### config.mk
export PLATFORM = sky130hd
export DESIGN_NAME = ps2_device_port
export DESIGN_NICKNAME = d
export VERILOG_FILES = /design/src/rtl/ps2_device_port.sv
export SDC_FILE = /design/constraint.sdc
export NUM_CORES = 1
export LEC_CHECK = 0
export ABC_AREA = 1
export BUFFER_PORTS_ARGS = -buffer_cell sky130_fd_sc_hd__buf_2
export CAP_MARGIN = 20
export CORE_MARGIN = 2
export CORE_UTILIZATION = 61
export DETAILED_ROUTE_END_ITERATION = 6
export HOLD_SLACK_MARGIN = 0.15
export PLACE_DENSITY = 0.8
export SLEW_MARGIN = 40
export SYNTH_ARGS = -nofsm -noshare
export SYNTH_HDL_FRONTEND = slang
export SYNTH_SLANG_ARGS = --single-unit
### constraint.sdc
create_clock -name clk -period 3.08 [get_ports clk]
set_input_delay 0.154 -clock clk [delete_from_list [all_inputs] [get_ports clk]]
set_output_delay 0.154 -clock clk [all_outputs]
set_load 0.005 [all_outputs]
### src/rtl/ps2_device_port.sv
// ps2_device_port: keyboard-side end of a PS/2 link.
// Generates the PS/2 clock, sends device-to-host frames from a byte
// handshake, and receives host-to-device command frames with acknowledge.
//
// Ports
//   clk, reset          system clock, asynchronous active-high reset
//   tx_data/tx_valid    byte to send; accepted when tx_valid & tx_ready
//   tx_ready            no byte pending and port idle
//   rx_data             last good command byte from the host (held)
//   rx_valid/rx_error   one-cycle pulses: good frame / bad parity or stop
//   busy                port is in any state other than IDLE
//   ps2_clk_in/out      clock line level / 1 pulls the clock line low
//   ps2_dat_in/out      data line level / 1 pulls the data line low
module ps2_device_port #(
    parameter int unsigned clkf     = 50000000,
    parameter int unsigned ps2_freq = 12500
) (
    input  logic       clk,
    input  logic       reset,
    input  logic [7:0] tx_data,
    input  logic       tx_valid,
    output logic       tx_ready,
    output logic [7:0] rx_data,
    output logic       rx_valid,
    output logic       rx_error,
    output logic       busy,
    input  logic       ps2_clk_in,
    output logic       ps2_clk_out,
    input  logic       ps2_dat_in,
    output logic       ps2_dat_out
);

    // Half period of the PS/2 clock in system cycles.
    localparam int unsigned H  = clkf / (2 * ps2_freq);
    localparam int unsigned CW = $clog2(2 * H + 1);

    localparam logic [CW-1:0] HALF_LAST = CW'(H - 1);
    localparam logic [CW-1:0] HALF_LEN  = CW'(H);
    localparam logic [CW-1:0] IDLE_MIN  = CW'(2 * H);
    localparam logic [CW-1:0] SAMPLE_AT = CW'(H / 2);
    // Skips the port's own just-released clock low seen through the synchronizer.
    localparam logic [CW-1:0] GUARD     = CW'(4);

    typedef enum logic [2:0] {
        IDLE,
        TX_WAIT,
        TX_BIT,
        RX_WAIT,
        RX_BIT,
        RX_ACK
    } state_t;

    state_t        state_q, state_d;
    logic [CW-1:0] cnt_q, cnt_d;
    logic [3:0]    bit_q, bit_d;
    logic          low_phase_q, low_phase_d;
    logic [CW-1:0] idle_cnt_q, idle_cnt_d;
    logic [CW-1:0] low_cnt_q, low_cnt_d;
    logic          pend_q, pend_d;
    logic [7:0]    pend_data_q, pend_data_d;
    logic [8:0]    rx_shift_q, rx_shift_d;
    logic [7:0]    rx_data_q, rx_data_d;
    logic          rx_valid_q, rx_valid_d;
    logic          rx_error_q, rx_error_d;
    logic          tx_ready_q, tx_ready_d;
    logic          busy_q, busy_d;
    logic          clk_out_q, clk_out_d;
    logic          dat_out_q, dat_out_d;
    logic [1:0]    clk_sync_q;
    logic [1:0]    dat_sync_q;

    logic          clk_s;
    logic          dat_s;
    logic [10:0]   tx_frame_c;
    logic [3:0]    bit_nx_c;
    logic [9:0]    rx_full_c;

    assign clk_s      = clk_sync_q[1];
    assign dat_s      = dat_sync_q[1];
    // Frame bits in send order: start, d0..d7, odd parity, stop.
    assign tx_frame_c = {1'b1, ~^pend_data_q, pend_data_q, 1'b0};
    assign bit_nx_c   = bit_q + 4'd1;
    // d0..d7 and parity from the shift register, stop straight from the line.
    assign rx_full_c  = {dat_s, rx_shift_q};

    // Two-flop synchronizers for the asynchronous line levels; lines idle high.
    always_ff @(posedge clk or posedge reset) begin
        if (reset) begin
            clk_sync_q <= 2'b11;
            dat_sync_q <= 2'b11;
        end else begin
            clk_sync_q <= {clk_sync_q[0], ps2_clk_in};
            dat_sync_q <= {dat_sync_q[0], ps2_dat_in};
        end
    end

    // State and datapath registers.
    always_ff @(posedge clk or posedge reset) begin
        if (reset) begin
            state_q     <= IDLE;
            cnt_q       <= '0;
            bit_q       <= '0;
            low_phase_q <= 1'b0;
            idle_cnt_q  <= '0;
            low_cnt_q   <= '0;
            pend_q      <= 1'b0;
            pend_data_q <= '0;
            rx_shift_q  <= '0;
            rx_data_q   <= '0;
            rx_valid_q  <= 1'b0;
            rx_error_q  <= 1'b0;
            tx_ready_q  <= 1'b0;
            busy_q      <= 1'b0;
            clk_out_q   <= 1'b0;
            dat_out_q   <= 1'b0;
        end else begin
            state_q     <= state_d;
            cnt_q       <= cnt_d;
            bit_q       <= bit_d;
            low_phase_q <= low_phase_d;
            idle_cnt_q  <= idle_cnt_d;
            low_cnt_q   <= low_cnt_d;
            pend_q      <= pend_d;
            pend_data_q <= pend_data_d;
            rx_shift_q  <= rx_shift_d;
            rx_data_q   <= rx_data_d;
            rx_valid_q  <= rx_valid_d;
            rx_error_q  <= rx_error_d;
            tx_ready_q  <= tx_ready_d;
            busy_q      <= busy_d;
            clk_out_q   <= clk_out_d;
            dat_out_q   <= dat_out_d;
        end
    end

    // Next-state and output logic.
    always_comb begin
        state_d     = state_q;
        cnt_d       = cnt_q + CW'(1);
        bit_d       = bit_q;
        low_phase_d = low_phase_q;
        idle_cnt_d  = '0;
        low_cnt_d   = '0;
        pend_d      = pend_q;
        pend_data_d = pend_data_q;
        rx_shift_d  = rx_shift_q;
        rx_data_d   = rx_data_q;
        rx_valid_d  = 1'b0;
        rx_error_d  = 1'b0;
        clk_out_d   = clk_out_q;
        dat_out_d   = dat_out_q;

        if (tx_valid && tx_ready_q) begin
            pend_d      = 1'b1;
            pend_data_d = tx_data;
        end

        case (state_q)
            IDLE: begin
                cnt_d     = '0;
                clk_out_d = 1'b0;
                dat_out_d = 1'b0;
                if (clk_s && dat_s) begin
                    idle_cnt_d = (idle_cnt_q >= IDLE_MIN) ? idle_cnt_q : idle_cnt_q + CW'(1);
                end
                if (!clk_s) begin
                    low_cnt_d = (low_cnt_q >= HALF_LEN) ? low_cnt_q : low_cnt_q + CW'(1);
                end
                // Request-to-send: clock held low long enough, released with data low.
                if (low_cnt_q >= HALF_LEN && clk_s && !dat_s) begin
                    state_d = RX_WAIT;
                end else if (pend_q && idle_cnt_q >= IDLE_MIN) begin
                    state_d     = TX_BIT;
                    bit_d       = 4'd0;
                    low_phase_d = 1'b0;
                    dat_out_d   = ~tx_frame_c[0];
                end
            end

            TX_BIT: begin
                if (!low_phase_q) begin
                    if (bit_q <= 4'd9 && cnt_q >= GUARD && !clk_s) begin
                        // Host inhibit: drop the frame, keep the byte for a retry.
                        state_d   = IDLE;
                        cnt_d     = '0;
                        clk_out_d = 1'b0;
                        dat_out_d = 1'b0;
                    end else if (cnt_q == HALF_LAST) begin
                        cnt_d       = '0;
                        low_phase_d = 1'b1;
                        clk_out_d   = 1'b1;
                    end
                end else if (cnt_q == HALF_LAST) begin
                    cnt_d       = '0;
                    low_phase_d = 1'b0;
                    clk_out_d   = 1'b0;
                    if (bit_q == 4'd10) begin
                        state_d   = TX_WAIT;
                        dat_out_d = 1'b0;
                    end else begin
                        bit_d     = bit_nx_c;
                        dat_out_d = ~tx_frame_c[bit_nx_c];
                    end
                end
            end

            // Trailing high phase after the stop bit; frame counts as delivered.
            TX_WAIT: begin
                clk_out_d = 1'b0;
                dat_out_d = 1'b0;
                if (cnt_q == HALF_LAST) begin
                    state_d = IDLE;
                    cnt_d   = '0;
                    pend_d  = 1'b0;
                end
            end

            RX_WAIT: begin
                if (cnt_q == HALF_LAST) begin
                    state_d     = RX_BIT;
                    cnt_d       = '0;
                    bit_d       = 4'd0;
                    low_phase_d = 1'b1;
                    clk_out_d   = 1'b1;
                end
            end

            RX_BIT: begin
                if (low_phase_q) begin
                    if (cnt_q == HALF_LAST) begin
                        cnt_d       = '0;
                        low_phase_d = 1'b0;
                        clk_out_d   = 1'b0;
                    end
                end else if (cnt_q >= GUARD && !clk_s) begin
                    // Host abort: no status pulse.
                    state_d   = IDLE;
                    cnt_d     = '0;
                    clk_out_d = 1'b0;
                    dat_out_d = 1'b0;
                end else begin
                    if (cnt_q == SAMPLE_AT) begin
                        if (bit_q == 4'd9) begin
                            if ((^rx_full_c[8:0]) && rx_full_c[9]) begin
                                rx_data_d  = rx_full_c[7:0];
                                rx_valid_d = 1'b1;
                            end else begin
                                rx_error_d = 1'b1;
                            end
                        end else begin
                            rx_shift_d = {dat_s, rx_shift_q[8:1]};
                        end
                    end
                    if (cnt_q == HALF_LAST) begin
                        cnt_d       = '0;
                        low_phase_d = 1'b1;
                        clk_out_d   = 1'b1;
                        if (bit_q == 4'd9) begin
                            state_d   = RX_ACK;
                            dat_out_d = 1'b1;
                        end else begin
                            bit_d = bit_nx_c;
                        end
                    end
                end
            end

            // 11th pulse with data held low for both phases.
            RX_ACK: begin
                if (cnt_q == HALF_LAST) begin
                    cnt_d = '0;
                    if (low_phase_q) begin
                        low_phase_d = 1'b0;
                        clk_out_d   = 1'b0;
                    end else begin
                        state_d   = IDLE;
                        dat_out_d = 1'b0;
                    end
                end
            end

            default: begin
                state_d   = IDLE;
                cnt_d     = '0;
                clk_out_d = 1'b0;
                dat_out_d = 1'b0;
            end
        endcase

        tx_ready_d = !pend_d && (state_d == IDLE);
        busy_d     = (state_d != IDLE);
    end

    assign tx_ready    = tx_ready_q;
    assign rx_data     = rx_data_q;
    assign rx_valid    = rx_valid_q;
    assign rx_error    = rx_error_q;
    assign busy        = busy_q;
    assign ps2_clk_out = clk_out_q;
    assign ps2_dat_out = dat_out_q;

endmodule

======== Word-level counts from Yosys, hierarchy flattened ========
Cells that the tools add are included.
Widths: inputs -> output; s select.
word-level totals
  flip-flop bits (word level) ............. 80
  input port bits ......................... 13
  output and inout port bits .............. 14
cells by class
  reduce and logical (&&, ||, !) cells .... 27
  add/subtract/negate cells ............... 4
  bitwise operators ....................... 5
  magnitude comparators ................... 5
  equality and inequality tests ........... 28
  multiplexer cells ....................... 88
operators by type and width
  operator               count
  $mux 12                11
  $mux 1                 46
  $mux 3                 14
  $mux 4                 10
  $add 12x1->12 const B  3
  $pmux 12 s3            1
  $ne 2x2->1 const B     13
  $ne 3x3->1 const B     6
  $pmux 3 s6             1
  $pmux 4 s4             1
  $eq 12x10->1 const B   1
  $eq 12x11->1 const B   1
  $ge 12x11->1 const B   1
  $ge 12x12->1 const B   1
  $ge 12x3->1 const B    1
  $reduce_and 11->1      1
  $logic_and 1x1->1      10
  $pmux 1 s5             2
  $reduce_and 5->1       2
  $reduce_xor 9->1       1
  $eq 4x4->1 const B     2
  $reduce_and 8->1       1
  $reduce_xnor 8->1      1
  $eq 3x2->1 const B     2
  16 further kinds       24

======== Logic depth before layout (Yosys ltp) ========
  depth after elaboration ................. 8
  mapped depth ............................ 14
  depth with buffers taken out ............ 14

======== Least setup slack after synthesis ========
Ideal clock, no wire load.
  kind .................................... reg2reg
  start ................................... register bit_q[0]
  end ..................................... register dat_out_q (netlist: ps2_dat_out)
  clock period less this slack ............ 1795 ps
  library setup time ...................... 120 ps
  arrival time ............................ 1674 ps
  required time ........................... 2960 ps
  path slack .............................. 1285 ps
  path buffers ............................ 1
  stages on the path, launching flop included .. 15
  path through ............................ dfrtp_1 -> clkbuf_1 -> inv_1 -> ha_1 -> inv_1 -> a21oi_1 -> o21ai_0 -> nand3_1 -> nand3_1 -> nand2_1 -> inv_1 -> nand2_1 -> nand2_1 -> nand2_1 -> nand2_1
on the way
  longest elaborated chain between the ends .. 8
  elaborated cells on any way between the ends .. 16
RTL lines
  element                       RTL line  RTL
  from (decl)                   55        logic [3:0] bit_q, bit_d;
  from (signal assigned)        119       bit_q <= bit_d;
  $add 4x1->4                   82        assign bit_nx_c = bit_q + 4'd1;
  $bmux 1 s4                    202       dat_out_d = ~tx_frame_c[bit_nx_c];
  $mux 1 (not written as such)  202
  $not 1->1                     202
  $mux 1                        197       if (bit_q == 4'd10) begin
  $mux 1                        193       end else if (cnt_q == HALF_LAST) begin
  $mux 1                        181       if (!low_phase_q) begin
  $pmux 1 s5                    158       case (state_q)
  to (signal assigned)          132       dat_out_q <= dat_out_d;
  to (decl)                     68        logic dat_out_q, dat_out_d;
Parallel ways exist; a longest one is shown, timed or not. The select of a mux whose other input is x is not followed.
A chain may end at the register's enable or synchronous reset.

======== Final worst setup path ========
  start ................................... register bit_q[0]
  end ..................................... register rx_shift_q[7]
on the way
  longest elaborated chain between the ends .. 3
RTL lines
  element                     RTL line  RTL
  $eq 4x4->1                  243       if (bit_q == 4'd9) begin
  $not 1->1 (no line)         --
  $reduce_and 5->1 (no line)  --
  to (signal assigned)        125       rx_shift_q <= rx_shift_d;
  to (decl)                   61        logic [8:0] rx_shift_q, rx_shift_d;
No other way between the ends.

==> impl_results.md <==
- Critical Path Source: bit_q[0]
- Distinct cells, synth: 41
- Multi-input gate area in the final layout: 2220 um2
- R2r endpoint: rx_shift_q[7]
- Worst EP required: 3340 ps
- Vias in the first global route: 3915
- Initial antenna violation count: 0
- Min-delay src: dat_sync_q[0]
- Post-route DRC: 0
- Largest cells by area after synthesis: dfrtp_1 42%, nand2_1 14%, inv_1 6.4%
- R2r setup slk: 980 ps
- Combinational share of power: 12.1%
- FMAX: 476 MHz
- Nets: 668
- Async S/R FF share, synth: 100%
- Post-Layout Inst Area: 5120 um2
- Hold depth: 0
- Crit path max fanout: 12
- R2r startpoint: bit_q[0]
- Vias: 4033
- Yosys warning total: 0
- Synthesized cell area: 4580 um2
- Die area: 8220 um2
- Primary FF master, synth: dfrtp_1
- Sink Count: 80
- Level count of the clock H-tree: 3
- Hold Path Sink: dat_sync_q[1]
- Status: complete, no violations
- Seq/Total Area, Yosys: 43.8%
- CORE AREA: 7250 um2
- Largest net degree at the start of global routing: 49
- Final Skew: 10.3 ps
- Die Wd: 90.6 um
- I/O pin cnt: 27
- Cell internal pwr: 1.59 mW
- Sequential share of power: 51.5%
- Post_cts resized: 0
- Fillers: 594
- Fin crit share: 68.3%
- Layout cells sized above 1: 11.5%
- Final setup viols: 0
- Total negative slack: 0 ps
- Synth-to-Final Area Change: 11.9%
- Starting Density: 63.1%
- Crit path launch type: register
- Crit Path Class: reg2reg
- Post-Syn Area per Cell: 7.58 um2
- Worst-margin pin slew: 570 ps
- DP Area: 4810 um2
- Die height: 90.6 um
- Post-synth EDFFs: 0
- Peak supply drop: 0.247 mV
- First-pass GRT wire length: 17.2 mm
- Num CTS Buffers: 9
- Final WL: 9.78 mm
- Fin crit period: 2100 ps
- Leakage: 2.61 nW
- Via density: 5.38
- Total GRT Usage: 25.5%
- Hold buffer count at CTS: 11
- Final HPWL DP: 7.10 mm
- Max cap viols: 0
- Crit path DAT: 2360 ps
- Final hold vios: 0
- Register bit count reported by yosys: 80
- Placer Congestion: 0.926
- Worst Hold Class: reg2reg
- Unrepaired setup endpoints after global routing: no
- Drt pass-1 iters: 5
- Share of the synthesized area in the top cell type: 41.5%
- FF+latch area: 2010 um2
- Clock network fraction of total power: 36.4%
- Worst r2r path cells: 7
- Largest area contributor in the netlist: dfrtp_1
- Syn nets: 627
- IO buf count: 26
- # diodes: 0
- Setup crit end kind: register
- Total gr overflow: 0
- Max-slew violations: 0
- Sw Ratio: 28.1%
- Post-Synthesis Cells: 604
- Rel. slew slack: 61.9%
- Fin util: 70.7%
- Worst skew pair latency: 360 ps
- Drt first-iter violations: 279
- Sw power: 0.624 mW
- Per-cell routed wire length: 13.1 um
- Total power divided by cell area: 433 nW/um2
- Clock-pin slew on the worst setup and hold paths: 90 ps
- Remaining antenna violation count after routing: 0
- Rows: 31
- Post-CTS Setup Repair Bufs: 0
- CTS Root Cell: clkbuf_8
- Maximum root-to-sink buffer count: 2
- TritonCTS clock tree: built
kinds of logic after synthesis:
family	after synthesis	share of synthesized area (%)
muxes	2	0.492
xor gates and xnor gates	16	3.06
adders and majority gates	10	2.73
and+or+nand+nor	335	33.7
DFF	80	43.8
AOI/OAI and AO/OA	73	8.58
buffers and inverters	88	7.65
worst max-delay path by stage:
stage / slack, ps / to / depth (start not counted)
finish: 980 / rx_shift_q[7] / 7
CTS: 1000 / rx_shift_q[7] / 7
floorplan: 880 / bit_q[0] / 1
detailed placement: 1040 / rx_data[2] / 8
global placement: 1160 / rx_data[4] / 8
global route: 840 / rx_shift_q[7] / 7
metrics by stage:
stage	cells	setup slack (ps)	power [mW]	hold WS, ps
global route	749	842	2.35	369
global placement	722	1160	1.40	215
CTS	749	998	2.24	364
detailed placement	722	1040	1.42	217
floorplan	604	881	1.35	158
finish	749	977	2.22	361
critical path: stages, from the launching register on:
cell and delay (ps):
dfrtp_1 560, ha_1 230, inv_1 40, nor2_1 370
inv_1 250, nand4_1 350, nand2_1 90, o21ai_0 120
layer usage:
layer  track usage (%)  up-vias  routed length [um]  share of wire, %
met4              10.5        0                 188               1.9
met2              42.4      114                4780                49
met3              4.01       20                 422               4.3
met5                 0        -                   0                 0
li1                  -     2022                   -                 -
met1              33.3     1877                4390                45
power by group through the flow:
stage | Combinational (mW) | Sequential [mW] | Clock [mW]
CTS | 0.270 | 1.14 | 0.827
global route | 0.324 | 1.15 | 0.874
floorplan | 0.205 | 1.15 | 0
global placement | 0.245 | 1.16 | 0
detailed placement | 0.258 | 1.16 | 0
finish | 0.269 | 1.14 | 0.806
final cells by class:
class                      count  area share (%)
sequential                    80            39.2
inverter                      80            5.93
tap                           99            2.42
timing repair buffer          38            5.08
multi-input combinational    436            43.4
clock inverter                 7            1.64
clock buffer                   9            2.42
cell usage after synthesis (2+ instances only):
master,number
nor2_4,4
dfrtp_1,76
nand4_1,19
xnor2_1,9
nand2_2,6
nor2_8,2
nand3_2,3
dfstp_2,4
nor3_1,9
nor2_1,69
clkbuf_1,4
a21oi_1,29
mux2_2,2
nand2_1,170
nand3_4,2
ha_1,10
xor2_1,7
o21ai_0,32
inv_1,78
nor4_1,2
o211ai_1,2
nor2_2,2
a211oi_1,2
nand3_1,39
buf_2,2
buf_6,2
a31oi_1,4
sequential cells by signal, summed over array words and instances, names as in the netlist, 3 cells and up:
name and flops:
state_q 3, rx_data 8, cnt_q 12, low_cnt_q 12
idle_cnt_q 12, rx_shift_q 9, bit_q 4, pend_data_q 8
layout by cell type, fill, tap and decap left out, types with 3 or more instances in the layout:
cell	instances
a21oi_1	29
a31oi_1	4
buf_2	26
clkbuf_8	9
dfrtp_1	76
dfstp_2	4
dlygate4sd3_1	11
ha_1	10
inv_1	77
inv_6	3
nand2_1	170
nand2_2	6
nand3_1	39
nand3_2	3
nand4_1	19
nor2_1	69
nor2_4	4
nor3_1	9
o21ai_0	32
xnor2_1	9
xor2_1	7
Power figures use the tool's default switching activity.
